**src/rtl/apb_req_arbiter.sv**
```systemverilog
`default_nettype none
// ============================================================================
//  Module      : apb_req_arbiter
//  Description : Four-requester round-robin arbiter in front of an APB master.
//                Each grant runs a full ISSUE -> WAIT -> COMPLETE sequence.
//                All outputs are registered.
//                Optional timeout counter enabled by `APB_REQ_ARB_TOUT_EN.
//  Revision    : 1.0 - initial release
// ============================================================================
module apb_req_arbiter #(
  parameter int DATA_WIDTH  = 32,
  parameter int ADDR_WIDTH  = 32,
  parameter int ERR_WIDTH   = 2,
  parameter int TOUT_CYCLES = 16
) (
  input  logic                    PCLK,
  input  logic                    PRESETn,
  input  logic [3:0]              REQ_i,
  input  logic [3:0]              RW_i,
  input  logic [4*ADDR_WIDTH-1:0] ADDR_i,
  input  logic [4*DATA_WIDTH-1:0] WDATA_i,
  output logic [3:0]              GNT_o,
  output logic [3:0]              ACK_o,
  output logic [DATA_WIDTH-1:0]   RDATA_o,
  output logic [ERR_WIDTH-1:0]    FAIL_o,
  output logic                    TRANSFER_o,
  output logic                    RW_o,
  output logic [ADDR_WIDTH-1:0]   ADDR_o,
  output logic [DATA_WIDTH-1:0]   WDATA_o,
  input  logic                    DONE_i,
  input  logic [ERR_WIDTH-1:0]    FAIL_i,
  input  logic [DATA_WIDTH-1:0]   RDATA_i,
  output logic                    TOUT_o
);

  localparam logic [1:0] c_IDLE     = 2'd0;
  localparam logic [1:0] c_ISSUE    = 2'd1;
  localparam logic [1:0] c_WAIT     = 2'd2;
  localparam logic [1:0] c_COMPLETE = 2'd3;

  logic [1:0]            state_q, state_d;
  logic [1:0]            last_q, last_d;
  logic [1:0]            cur_q, cur_d;
  logic [3:0]            gnt_q, gnt_d;
  logic [3:0]            ack_q, ack_d;
  logic                  transfer_q, transfer_d;
  logic                  rw_q, rw_d;
  logic [ADDR_WIDTH-1:0] addr_q, addr_d;
  logic [DATA_WIDTH-1:0] wdata_q, wdata_d;
  logic [DATA_WIDTH-1:0] rdata_q, rdata_d;
  logic [ERR_WIDTH-1:0]  fail_q, fail_d;

  logic [1:0]            w_win;
  logic [1:0]            w_idx;
  logic                  w_win_vld;
  logic [ADDR_WIDTH-1:0] w_addr  [4];
  logic [DATA_WIDTH-1:0] w_wdata [4];

  // Unpack the flat per-requester buses into indexable slices.
  genvar g;
  for (g = 0; g < 4; g++) begin : g_slice
    assign w_addr[g]  = ADDR_i[g*ADDR_WIDTH +: ADDR_WIDTH];
    assign w_wdata[g] = WDATA_i[g*DATA_WIDTH +: DATA_WIDTH];
  end

  // Round-robin search starting one past the last completed grant.
  always_comb begin
    w_win_vld = 1'b0;
    w_win     = 2'd0;
    w_idx     = 2'd0;
    for (int k = 1; k <= 4; k++) begin
      w_idx = last_q + k[1:0];
      if (!w_win_vld && REQ_i[w_idx]) begin
        w_win_vld = 1'b1;
        w_win     = w_idx;
      end
    end
  end

  // Next-state and next-output logic; pulses default low, the rest hold.
  always_comb begin
    state_d    = state_q;
    last_d     = last_q;
    cur_d      = cur_q;
    gnt_d      = gnt_q;
    ack_d      = 4'b0000;
    transfer_d = 1'b0;
    rw_d       = rw_q;
    addr_d     = addr_q;
    wdata_d    = wdata_q;
    rdata_d    = rdata_q;
    fail_d     = fail_q;
    case (state_q)
      c_IDLE: begin
        if (w_win_vld) begin
          state_d    = c_ISSUE;
          cur_d      = w_win;
          gnt_d      = 4'b0001 << w_win;
          transfer_d = 1'b1;
          rw_d       = RW_i[w_win];
          addr_d     = w_addr[w_win];
          wdata_d    = w_wdata[w_win];
        end
      end
      c_ISSUE: begin
        state_d = c_WAIT;
      end
      c_WAIT: begin
        if (DONE_i) begin
          state_d = c_COMPLETE;
          rdata_d = RDATA_i;
          fail_d  = FAIL_i;
          ack_d   = gnt_q;
        end
      end
      c_COMPLETE: begin
        state_d = c_IDLE;
        last_d  = cur_q;
        gnt_d   = 4'b0000;
      end
      default: begin
        state_d = c_IDLE;
        gnt_d   = 4'b0000;
      end
    endcase
  end

  // State and output registers with asynchronous active-low reset.
  always_ff @(posedge PCLK or negedge PRESETn) begin
    if (!PRESETn) begin
      state_q    <= c_IDLE;
      last_q     <= 2'd3;
      cur_q      <= 2'd0;
      gnt_q      <= 4'b0000;
      ack_q      <= 4'b0000;
      transfer_q <= 1'b0;
      rw_q       <= 1'b0;
      addr_q     <= '0;
      wdata_q    <= '0;
      rdata_q    <= '0;
      fail_q     <= '0;
    end else begin
      state_q    <= state_d;
      last_q     <= last_d;
      cur_q      <= cur_d;
      gnt_q      <= gnt_d;
      ack_q      <= ack_d;
      transfer_q <= transfer_d;
      rw_q       <= rw_d;
      addr_q     <= addr_d;
      wdata_q    <= wdata_d;
      rdata_q    <= rdata_d;
      fail_q     <= fail_d;
    end
  end

  assign GNT_o      = gnt_q;
  assign ACK_o      = ack_q;
  assign TRANSFER_o = transfer_q;
  assign RW_o       = rw_q;
  assign ADDR_o     = addr_q;
  assign WDATA_o    = wdata_q;
  assign RDATA_o    = rdata_q;
  assign FAIL_o     = fail_q;

`ifdef APB_REQ_ARB_TOUT_EN
  localparam int              c_CW       = $clog2(TOUT_CYCLES + 1);
  localparam logic [c_CW-1:0] c_TOUT_MAX = c_CW'(TOUT_CYCLES);

  logic [c_CW-1:0] cnt_q, cnt_d;
  logic            tout_q, tout_d;

  // Count WAIT cycles, saturating; flag timeout only while still waiting.
  always_comb begin
    cnt_d = cnt_q;
    if (state_q == c_ISSUE) begin
      cnt_d = '0;
    end else if (state_q == c_WAIT && !DONE_i && cnt_q != c_TOUT_MAX) begin
      cnt_d = cnt_q + c_CW'(1);
    end
    tout_d = (state_d == c_WAIT) && (cnt_d == c_TOUT_MAX);
  end

  // Timeout counter and flag registers.
  always_ff @(posedge PCLK or negedge PRESETn) begin
    if (!PRESETn) begin
      cnt_q  <= '0;
      tout_q <= 1'b0;
    end else begin
      cnt_q  <= cnt_d;
      tout_q <= tout_d;
    end
  end

  assign TOUT_o = tout_q;
`else
  assign TOUT_o = 1'b0;
`endif

endmodule
`default_nettype wire

```
**config.mk**
```make
export PLATFORM = sky130hd
export DESIGN_NAME = apb_req_arbiter
export DESIGN_NICKNAME = d
export VERILOG_FILES = /design/src/rtl/apb_req_arbiter.sv
export SDC_FILE = /design/constraint.sdc
export NUM_CORES = 1
export LEC_CHECK = 0
export ABC_AREA = 1
export CORE_AREA = 2 2 157 159
export CTS_CLUSTER_DIAMETER = 60
export CTS_CLUSTER_SIZE = 8
export DETAILED_ROUTE_END_ITERATION = 12
export DIE_AREA = 0 0 159 161
export PLACE_DENSITY = 0.75
export SLEW_MARGIN = 0
export SYNTH_ARGS = -nofsm -noshare
export SYNTH_HDL_FRONTEND = slang
export SYNTH_SLANG_ARGS = --single-unit
export TNS_END_PERCENT = 10
```
**constraint.sdc**
```tcl
create_clock -name PCLK -period 3.5 [get_ports PCLK]
set_input_delay 0.7 -clock PCLK [delete_from_list [all_inputs] [get_ports PCLK]]
set_output_delay 0.7 -clock PCLK [all_outputs]
set_load 0.05 [all_outputs]
```
# == Yosys cells after proc, flatten, opt, wreduce, memory -nomap -nowiden ==
# Cells that the tools add are included.
# classes
mux,33
n_shift,1
n_reduce_logical,12
n_bitwise,1
magnitude_cmp,6
n_addsub,3
n_eq_ne,5
# ops
op,count
binary-select mux 32 bit (select 2 bit),2
2-to-1 mux 32 bit,4
"less-than comparator 2 x 3 -> 1 bit, second input constant",5
2-to-1 mux 2 bit,6
2-to-1 mux 4 bit,3
2-to-1 mux 1 bit,11
binary-select mux 1 bit (select 2 bit),5
case mux 2 bit (4 select lines),1
case mux 4 bit (2 select lines),1
AND reduction 2 bit,4
"adder 2 bit, second input constant",2
"equality test 2 bit, second input constant",2
"inequality test 2 bit, second input constant",2
"left shift 1 x 2 -> 4 bit, first input constant",1
"greater-or-equal comparator 3 bit, second input constant",1
logical AND 1 bit,3
zero test 1 bit,3
NOT 2 -> 3 bit,1
"adder 2 x 1 -> 2 bit, second input constant",1
"equality test 2 x 1 -> 1 bit, second input constant",1
zero test 2 bit,1
nonzero test 2 bit,1
# totals
inputBits,301
reg_bits,114

# == Logic depth before layout (Yosys ltp) ==
# Gate-level depths: netlist of run 1.
# depth
ltp_word,17
ltp_mapped,18
ltp_nobuf,15

# == Worst setup path after synthesis of run 1 ==
# OpenSTA, ideal clock, no wires.
# synth_path
path_kind,register to register
start,reg last_q[0]
end,"reg wdata_q[2], in the netlist WDATA_o[2]"
setup_time_ns,0.066
required_ns,3.434
arrival_time_ns,1.960
stages_incl_launch_ff,18
slack_ns,1.474
path_buffers,3
path_cell_list,dfstp_2 -> buf_4 -> inv_4 -> nand2_1 -> nand2_1 -> nand2_1 -> nand2_2 -> nor2_4 -> nand2_1 -> nor2_2 -> nor2_4 -> inv_2 -> buf_2 -> buf_4 -> nand2_1 -> nand2_1 -> nand2_1 -> nand2_1
# synth_between
elab_chain_cells,17
elab_cells_between_ends,30
classes_between,add/sub (3); mux (19); bitwise (1); reduce/logical (7)
# synth_lines
item,line,text
"start, declared",42,"logic [1:0] last_q, last_d;"
"start signal, assigned",144,last_q <= last_d;
adder 2 x 1 -> 2 bit,72,w_idx = last_q + k[1:0];
binary-select mux 1 bit (select 2 bit),73,if (!w_win_vld && REQ_i[w_idx]) begin
2-to-1 mux 1 bit (implied by the code),73,
2-to-1 mux 1 bit,73,
zero test 1 bit,73,
logical AND 1 bit,73,
2-to-1 mux 1 bit,73,
zero test 1 bit,73,
logical AND 1 bit,73,
2-to-1 mux 1 bit,73,
zero test 1 bit,73,
logical AND 1 bit,73,
2-to-1 mux 2 bit,73,
NOT 2 -> 3 bit (implied by the code),102,wdata_d = w_wdata[w_win];
binary-select mux 32 bit (select 2 bit),102,
2-to-1 mux 32 bit (implied by the code) (2 in series),102,
"end signal, assigned",151,wdata_q <= wdata_d;
"end, declared",49,"logic [DATA_WIDTH-1:0] wdata_q, wdata_d;"
# Parallel ways exist; a longest one is shown, timed or not. The select of a mux whose other input is x is not followed.
# A chain may end at the register's enable or synchronous reset.

# == Worst setup path after layout of run 1 ==
# layout_path
start,in REQ_i[3]
end,"reg wdata_q[15], in the netlist WDATA_o[15]"
# layout_between
elab_chain_cells,16
elab_cells_between_ends,27
classes_between,mux (19); bitwise (1); reduce/logical (7)
# layout_lines
item,line,text
"start, declared",18,"input logic [3:0] REQ_i,"
binary-select mux 1 bit (select 2 bit),73,
2-to-1 mux 1 bit (implied by the code),73,
2-to-1 mux 1 bit,73,
zero test 1 bit,73,
logical AND 1 bit,73,
2-to-1 mux 1 bit,73,
zero test 1 bit,73,
logical AND 1 bit,73,
2-to-1 mux 1 bit,73,
zero test 1 bit,73,
logical AND 1 bit,73,
2-to-1 mux 2 bit,73,
NOT 2 -> 3 bit (implied by the code),102,
binary-select mux 32 bit (select 2 bit),102,
2-to-1 mux 32 bit (implied by the code) (2 in series),102,
# Parallel ways exist; a longest one is shown, timed or not. The select of a mux whose other input is x is not followed.

==> results of run 1 <==
[stage by stage]
stage               instances  instance area (um^2)  power (mW)
floorplan                1118                  7475       9.794
global placement         1778                 11760       12.67
detailed placement       1778                 11760       12.80
CTS                      1810                 12350       14.65
global route             1810                 12350       15.74
finish                   1810                 12350       14.53
[layout make-up]
cell class / count / area [um^2]
clock buffer: 17 / 425.4
clock inverter: 15 / 171.4
fill: 2346 / 11610
inverter: 20 / 77.57
multi-input combinational: 894 / 4096
sequential: 114 / 2855
tap: 324 / 405.4
timing repair buffer: 426 / 4320
[power groups by stage]
stage | Combinational, mW | Clock (mW) | Sequential, mW
CTS | 10.5 | 1.83 | 2.28
global route | 11.5 | 1.88 | 2.35
detailed placement | 10.5 | 0 | 2.29
global placement | 10.4 | 0 | 2.27
finish | 10.5 | 1.78 | 2.28
floorplan | 5.62 | 0 | 4.18
[final timing paths]
path                                         start                 endpoint  slack, ns  depth (start not counted)
max                                       REQ_i[3]  WDATA_o[15]$_DFFE_PN0P_       0.86                         14
min                                        PRESETn   ADDR_o[30]$_DFFE_PN0P_       0.39                          1
max reg2reg                  last_q[0]$_DFFE_PN1P_  WDATA_o[15]$_DFFE_PN0P_       0.87                         15
min reg2reg                WDATA_o[13]$_DFFE_PN0P_  WDATA_o[13]$_DFFE_PN0P_       0.48                          2
max in group asynchronous                  PRESETn  RDATA_o[29]$_DFFE_PN0P_       2.35                          2
min in group PCLK          WDATA_o[13]$_DFFE_PN0P_  WDATA_o[13]$_DFFE_PN0P_       0.48                          2
[cells by family after synthesis]
| kind of cell | Yosys count | synth area share, % |
|---|---|---|
| AO/OA/AOI/OAI | 14 | 1.054 |
| adder cells (fa/ha/maj) | 4 | 0.6696 |
| buffers and inverters | 110 | 7.483 |
| flip-flops | 114 | 38.20 |
| multiplexers | 34 | 5.122 |
| other | 1 | 0.05017 |
| AND/OR/NAND/NOR | 841 | 47.42 |
[flip-flops by register name (all words and copies together), names as in the netlist]
register,flops
RW_o,1
ACK_o,4
TRANSFER_o,1
last_q,2
ADDR_o,32
state_q,2
cur_q,2
GNT_o,4
FAIL_o,2
WDATA_o,32
RDATA_o,32
[routing by layer]
| layer | part of all wire [%] | global-route usage (%) | vias to the layer above | routed length [um] |
|---|---|---|---|---|
| li1 | - | - | 4310 | - |
| met1 | 38 | 25.91 | 4023 | 11570 |
| met2 | 50 | 40.73 | 403 | 15170 |
| met3 | 8.5 | 7.370 | 54 | 2551 |
| met4 | 2.7 | 7.851 | 4 | 808 |
| met5 | 0.096 | 0 | - | 29 |
[cells in the mapped netlist (3+ instances only)]
| cell | n |
|---|---|
| o22ai_1 | 5 |
| buf_6 | 8 |
| inv_1 | 17 |
| mux2_2 | 34 |
| ha_1 | 4 |
| buf_4 | 6 |
| nand4_1 | 131 |
| nand3_1 | 7 |
| nand2_1 | 686 |
| nor2_1 | 6 |
| o21ai_0 | 6 |
| dfrtp_1 | 112 |
| clkbuf_1 | 24 |
| nand2_2 | 4 |
| buf_2 | 49 |
| buf_1 | 3 |
==> key figures, run 1 <==
Die
  • Die Y: 161 um
  • Total die area: about 26000 um^2
  • Cell Rows: 57
  • Die width: 159 um
  • # IOs: between 400 and 500
  • Core footprint: about 24000 um^2
  • Initial core utilization: 31.19%

Worst setup path
  • Most frequent cell on the critical path: nand2_1
  • CP Cell Sequence: clkdlybuf4s50_1, inv_1, nand2_1, nand3_1, nand2_2, nand4_1, nand2_4, buf_12, nand4_1, nand2_1, nand2_1, nand2_1, nand2_1, nand2_1
  • CP Class: in -> reg
  • Max stage delay on crit path: about 0.48 ns
  • Worst path required time: ~3.9 ns
  • Crit path capture type: flip-flop
  • Worst Path Buf+Inv: 3
  • Worst EP arrival: 2.99 ns
  • Startpoint Class: input port
  • Slowest cell on crit path: clkdlybuf4s50_1
  • CP delay by family, top: simple AND/OR/NAND/NOR gates
  • Critical path fanouts, max: between 100 and 150

Synth
  • Synth Warn #: 0
  • Synth top area cells: dfrtp_1 (37%), nand2_1 (34%), nand4_1 (11%)
  • Seq/Total Area, Yosys: between 30% and 40%
  • Mapped Area: roughly 7500 um^2
  • Post-synth ARST share: 100.0%
  • Cell taking the most area after synthesis: dfrtp_1
  • Syn Nets: roughly 1400
  • Avg Inst Size Synth: 6.686 um^2
  • Seq cells post-synth: about 110
  • Distinct cells, synth: 28
  • Post-Syn Instances: between 1000 and 1500
  • Most common flop cell mapped by yosys: dfrtp_1
  • Post-synth top area share: a little under two fifths
  • Post-synth EDFFs: 0

Global route
  • Largest net degree at the start of global routing: around 130
  • Initial antenna violation count: 2
  • First-pass GRT wire length: around 46 mm
  • Vias in the first global route: ~8500
  • Gr usage total: between 20 and 25%
  • Total gr overflow: 0

Pwr
  • Pwr Density: between 1000 and 1500 nW/um^2
  • Seq pwr share: between 10% and 20%
  • Internal Power: approximately 6.5 mW
  • Combinational fraction of design power: between 70% and 80%
  • Clock power frac: about 12%
  • Net Sw Frac: ~55%
  • Leakage: 6.061 nW
  • Net Sw Power: roughly 8 mW
  • Worst VDD drop: around 1.1 mV

Route
  • Drt drc: 0
  • Total number of vias: 8794
  • Routed Antenna Nets: 0
  • Initial DRC count: approximately 670
  • Drt pass-1 iters: 5
  • Avg WL per Cell: approximately 17 um
  • Vias per cell: 4.859
  • DRT Wirelength: ~30 mm

Place
  • Pre-CTS WS: around 0.45 ns
  • GPL Wtd Cong: 0.9451
  • PortBufs: 408
  • Final HPWL DP: approximately 22 mm

Cells and area
  • Most common cell after layout, fill and taps aside: nand2_1
  • Nets: between 1500 and 2000
  • Final core utilization: roughly half
  • Area delta synth->final: 65.25%
  • Diodes inserted: 0
  • Most frequent cells in the layout: nand2_1 (685), clkdlybuf4s50_1 (407), nand4_1 (131)
  • Layout cell share with drive strength beyond 1: 6.864%

Timing
  • Final Slew Violations: 0
  • Worst-margin pin slew: between 0.9 and 1 ns
  • Setup violations, final: 0
  • Fin crit period: approximately 2.6 ns
  • Setup TNS Final: 0 ns
  • Final worst-path cycle share: 75.48%
  • Hold slack: 0.3868 ns
  • Achievable frequency: between 0.3 and 0.4 GHz
  • Clock Skew: approximately 0.011 ns
  • Unrepaired setup endpoints after global routing: no
  • Final hold vios: 0
  • Max_slew headroom: between 30% and 40%
  • Final Worst Setup Slack: approximately 0.86 ns

Clock tree
  • Root Driver: clkbuf_16
  • Worst-path clk slew: ~0.06 ns
  • CTS tree: done
  • Clock buffer depth: 2
  • Clk Latency, worst-skew pair: ~0.42 ns
  • H-tree depth: 4
  • Clock Sinks: between 100 and 150
  • CTS Hold Buffers Added: 0
  • Num CTS Buffers: 17
  • Post-CTS sizing: 0
  • Post-CTS setup buffer count: 0

Run status
  • Status: finished clean

Run
  • Max-cap violations: 0

Worst hold path
  • Hold Crit Class: in -> async
(Power assumes the default switching activity.)
==> run 2, diff against run 1 <==
==> constraint.sdc (replaced) <==
create_clock -name PCLK -period 2.5 [get_ports PCLK]
set_input_delay 0.5 -clock PCLK [delete_from_list [all_inputs] [get_ports PCLK]]
set_output_delay 0.5 -clock PCLK [all_outputs]
set_load 0.05 [all_outputs]
==> key figures, run 2 (same netlist as run 1, synthesis figures left out) <==
Route
  • Initial DRC count: 635 (was 668)
  • Vias per cell: 4.856 (was 4.859)
  • Drt drc: 0 (unchanged)
  • Total number of vias: 8959 (was 8794)
  • DRT Wirelength: 31.24 mm (was 30.13 mm)
  • Routed Antenna Nets: 0 (unchanged)
  • Drt pass-1 iters: 5 (unchanged)
  • Avg WL per Cell: 16.93 um (was 16.65 um)

Clock tree
  • CTS Hold Buffers Added: 0 (unchanged)
  • Clk Latency, worst-skew pair: 0.41 ns (was 0.42 ns)
  • H-tree depth: 4 (unchanged)
  • Worst-path clk slew: 0.06 ns (about the same)
  • Num CTS Buffers: 17 (unchanged)
  • CTS tree: done (unchanged)
  • Clock Sinks: 114 (unchanged)
  • Clock buffer depth: 2 (unchanged)
  • Root Driver: clkbuf_16 (unchanged)

Worst setup path
  • Critical path fanouts, max: 14 (was 130)
  • CP Cell Sequence: buf_6, nand2_1, nand2_2, nand2_2, buf_4, nand3_1, nand2_1, nand2_4, nand3_4, buf_4, buf_12, clkbuf_16, nand2_1, nand2_1, nand2_1, nand2_1, nand2_1, nand2_1 (was clkdlybuf4s50_1, inv_1, nand2_1, nand3_1, nand2_2, nand4_1, nand2_4, buf_12, nand4_1, nand2_1, nand2_1, nand2_1, nand2_1, nand2_1)
  • Slowest cell on crit path: dfstp_2 (was clkdlybuf4s50_1)
  • Worst EP arrival: 2.71 ns (was 2.99 ns)
  • R2R depth: 18 (was 15)
  • Worst Path Buf+Inv: 5 (was 3)
  • Startpoint Class: flip-flop (was input port)
  • CP Class: reg -> reg (was in -> reg)
  • Critical path depth in cells: 18 (was 14)
  • Max stage delay on crit path: 0.60 ns (was 0.48 ns)
  • Crit path capture type: flip-flop (unchanged)
  • CP delay by family, top: simple AND/OR/NAND/NOR gates (unchanged)
  • Worst path required time: 2.80 ns (was 3.85 ns)
  • Most frequent cell on the critical path: nand2_1 (unchanged)

Cells and area
  • Most common cell after layout, fill and taps aside: nand2_1 (unchanged)
  • Non-filler cells, final: 1845 (was 1810)
  • Most frequent cells in the layout: nand2_1 (681), clkdlybuf4s50_1 (406), nand4_1 (131) (was nand2_1 (685), clkdlybuf4s50_1 (407), nand4_1 (131))
  • Area delta synth->final: 72.06% (was 65.25%)
  • Layout cell share with drive strength beyond 1: 9.276% (was 6.864%)
  • Nets: 1812 (was 1778)
  • FILL cells: 2309 (was 2346)

Die
  • Core footprint: 23960 um^2 (unchanged)
  • Die width: 159 um (unchanged)
  • Total die area: 25600 um^2 (unchanged)
  • Die Y: 161 um (unchanged)
  • Initial core utilization: 31.19% (unchanged)
  • Cell Rows: 57 (unchanged)
  • # IOs: 410 (unchanged)

Timing
  • Unrepaired setup endpoints after global routing: yes (was no)
  • Clock Skew: 0.01079 ns (about the same)
  • Final Slew Violations: 0 (unchanged)
  • Final hold vios: 0 (unchanged)
  • Fin crit period: 2.409 ns
  • Achievable frequency: between 0.4 and 0.5 GHz
  • Final worst-path cycle share: 96.36%
  • Max_slew headroom: 57.51% (was 34.36%)
  • Worst-margin pin slew: 0.6353 ns (was 0.9846 ns)
  • Setup violations, final: 0 (unchanged)
  • Hold slack: 0.04814 ns (was 0.3868 ns)

Pwr
  • Leakage: 6.306 nW (was 6.061 nW)
  • Worst VDD drop: 0.9306 mV (was 1.116 mV)
  • Pwr Density: 1723 nW/um^2 (was 1177 nW/um^2)
  • Tot Pwr: 22.16 mW (was 14.53 mW)

Run
  • Max-cap violations: 0 (unchanged)

Global route
  • Largest net degree at the start of global routing: 75 (was 131)
  • Vias in the first global route: 8414 (was 8543)
  • Total gr overflow: 0 (unchanged)
  • Gr usage total: 23.09% (was 22.89%)
  • Initial antenna violation count: 2 (unchanged)
  • First-pass GRT wire length: 46.52 mm (was 46.46 mm)

Run status
  • Status: finished clean (unchanged)

Place
  • Cell count after placement: 1799 (was 1778)
  • GPL Wtd Cong: 0.9161 (was 0.9451)
  • PortBufs: 408 (unchanged)
  • Final HPWL DP: 22.55 mm (was 21.62 mm)

Worst hold path
  • Hold Crit Class: in -> async (unchanged)
-- run 2: cell types whose count changed in the layout (fill, tap and decap cells not counted), moves of 2 or more --
cell,before,now
clkinv_4,4,1
nand2_2,3,7
buf_12,8,18
clkinvlp_4,1,5
nand2_1,685,681
buf_6,1,7
buf_4,10,24
clkbuf_16,17,21
inv_6,6,4
-- run 2: final timing paths --
kind / startpoint / end / slack [ns]
max: last_q[0]$_DFFE_PN1P_ / ADDR_o[29]$_DFFE_PN0P_ / 0.09
min: PRESETn / ADDR_o[30]$_DFFE_PN0P_ / 0.05
max reg2reg: last_q[0]$_DFFE_PN1P_ / ADDR_o[29]$_DFFE_PN0P_ / 0.09
min reg2reg: WDATA_o[20]$_DFFE_PN0P_ / WDATA_o[20]$_DFFE_PN0P_ / 0.48
max in group asynchronous: PRESETn / WDATA_o[11]$_DFFE_PN0P_ / 1.74
min in group PCLK: WDATA_o[20]$_DFFE_PN0P_ / WDATA_o[20]$_DFFE_PN0P_ / 0.48
-- run 2: layout make-up --
| class | instances | area, um^2 | area share, % |
|---|---|---|---|
| well taps | 324 | 405.4 | 3.152 |
| clock inverters | 14 | 176.4 | 1.372 |
| flip-flops and latches | 114 | 2855 | 22.20 |
| multi-input cells | 894 | 4106 | 31.93 |
| clock buffers | 18 | 439.2 | 3.415 |
| diodes | 1 | 2.502 | 0.01946 |
| inverters | 20 | 77.57 | 0.6032 |
| repair buffers | 460 | 4798 | 37.31 |
-- run 2: metrics by stage --
stage,instance area (um^2),setup WS [ns],TNS (ns),utilization [%]
5_1_grt,12860,-0.06775,-1.366,53.67
6_report,12860,0.09105,0,53.67
4_1_cts,12620,0.02449,0,52.65
3_3_place_gp,12000,-0.2282,-8.731,50.07
2_1_floorplan,7475,0.4742,0,-
3_5_place_dp,12000,-0.2363,-10.13,50.07
-- run 2: power breakdown --
group	switching [mW]	leakage [nW]	total (mW)	internal [mW]
sequential	0.458	1.42	3.19	2.73
clock	0.962	0.286	2.57	1.61
combinational	10.3	4.60	16.4	6.11
total	11.7	6.31	22.2	10.4
-- run 2: what timing repair did --
item | 4_1_cts | 5_1_grt
cloned | 0 | 4
setup buffers | 0 | 9
endpoints found under the setup margin | 10 | 70
pin swaps | 0 | 4
gates resized for setup | 1 | 19
-- run 2: layer usage --
layer	vias to the layer above	wire, um	track usage (%)
met1	4057	12450	27.25
met3	59	2608	6.831
met2	468	15100	39.45
met4	2	1072	9.421
li1	4373	-	-
met5	-	13	0
-- run 2: worst register-to-register path, delay by kind of cell, from the launching register on --
kind	cells	cell delay [ns]
buffers and inverters	5	0.74
flip-flops	1	0.60
AND/OR/NAND/NOR	13	0.96
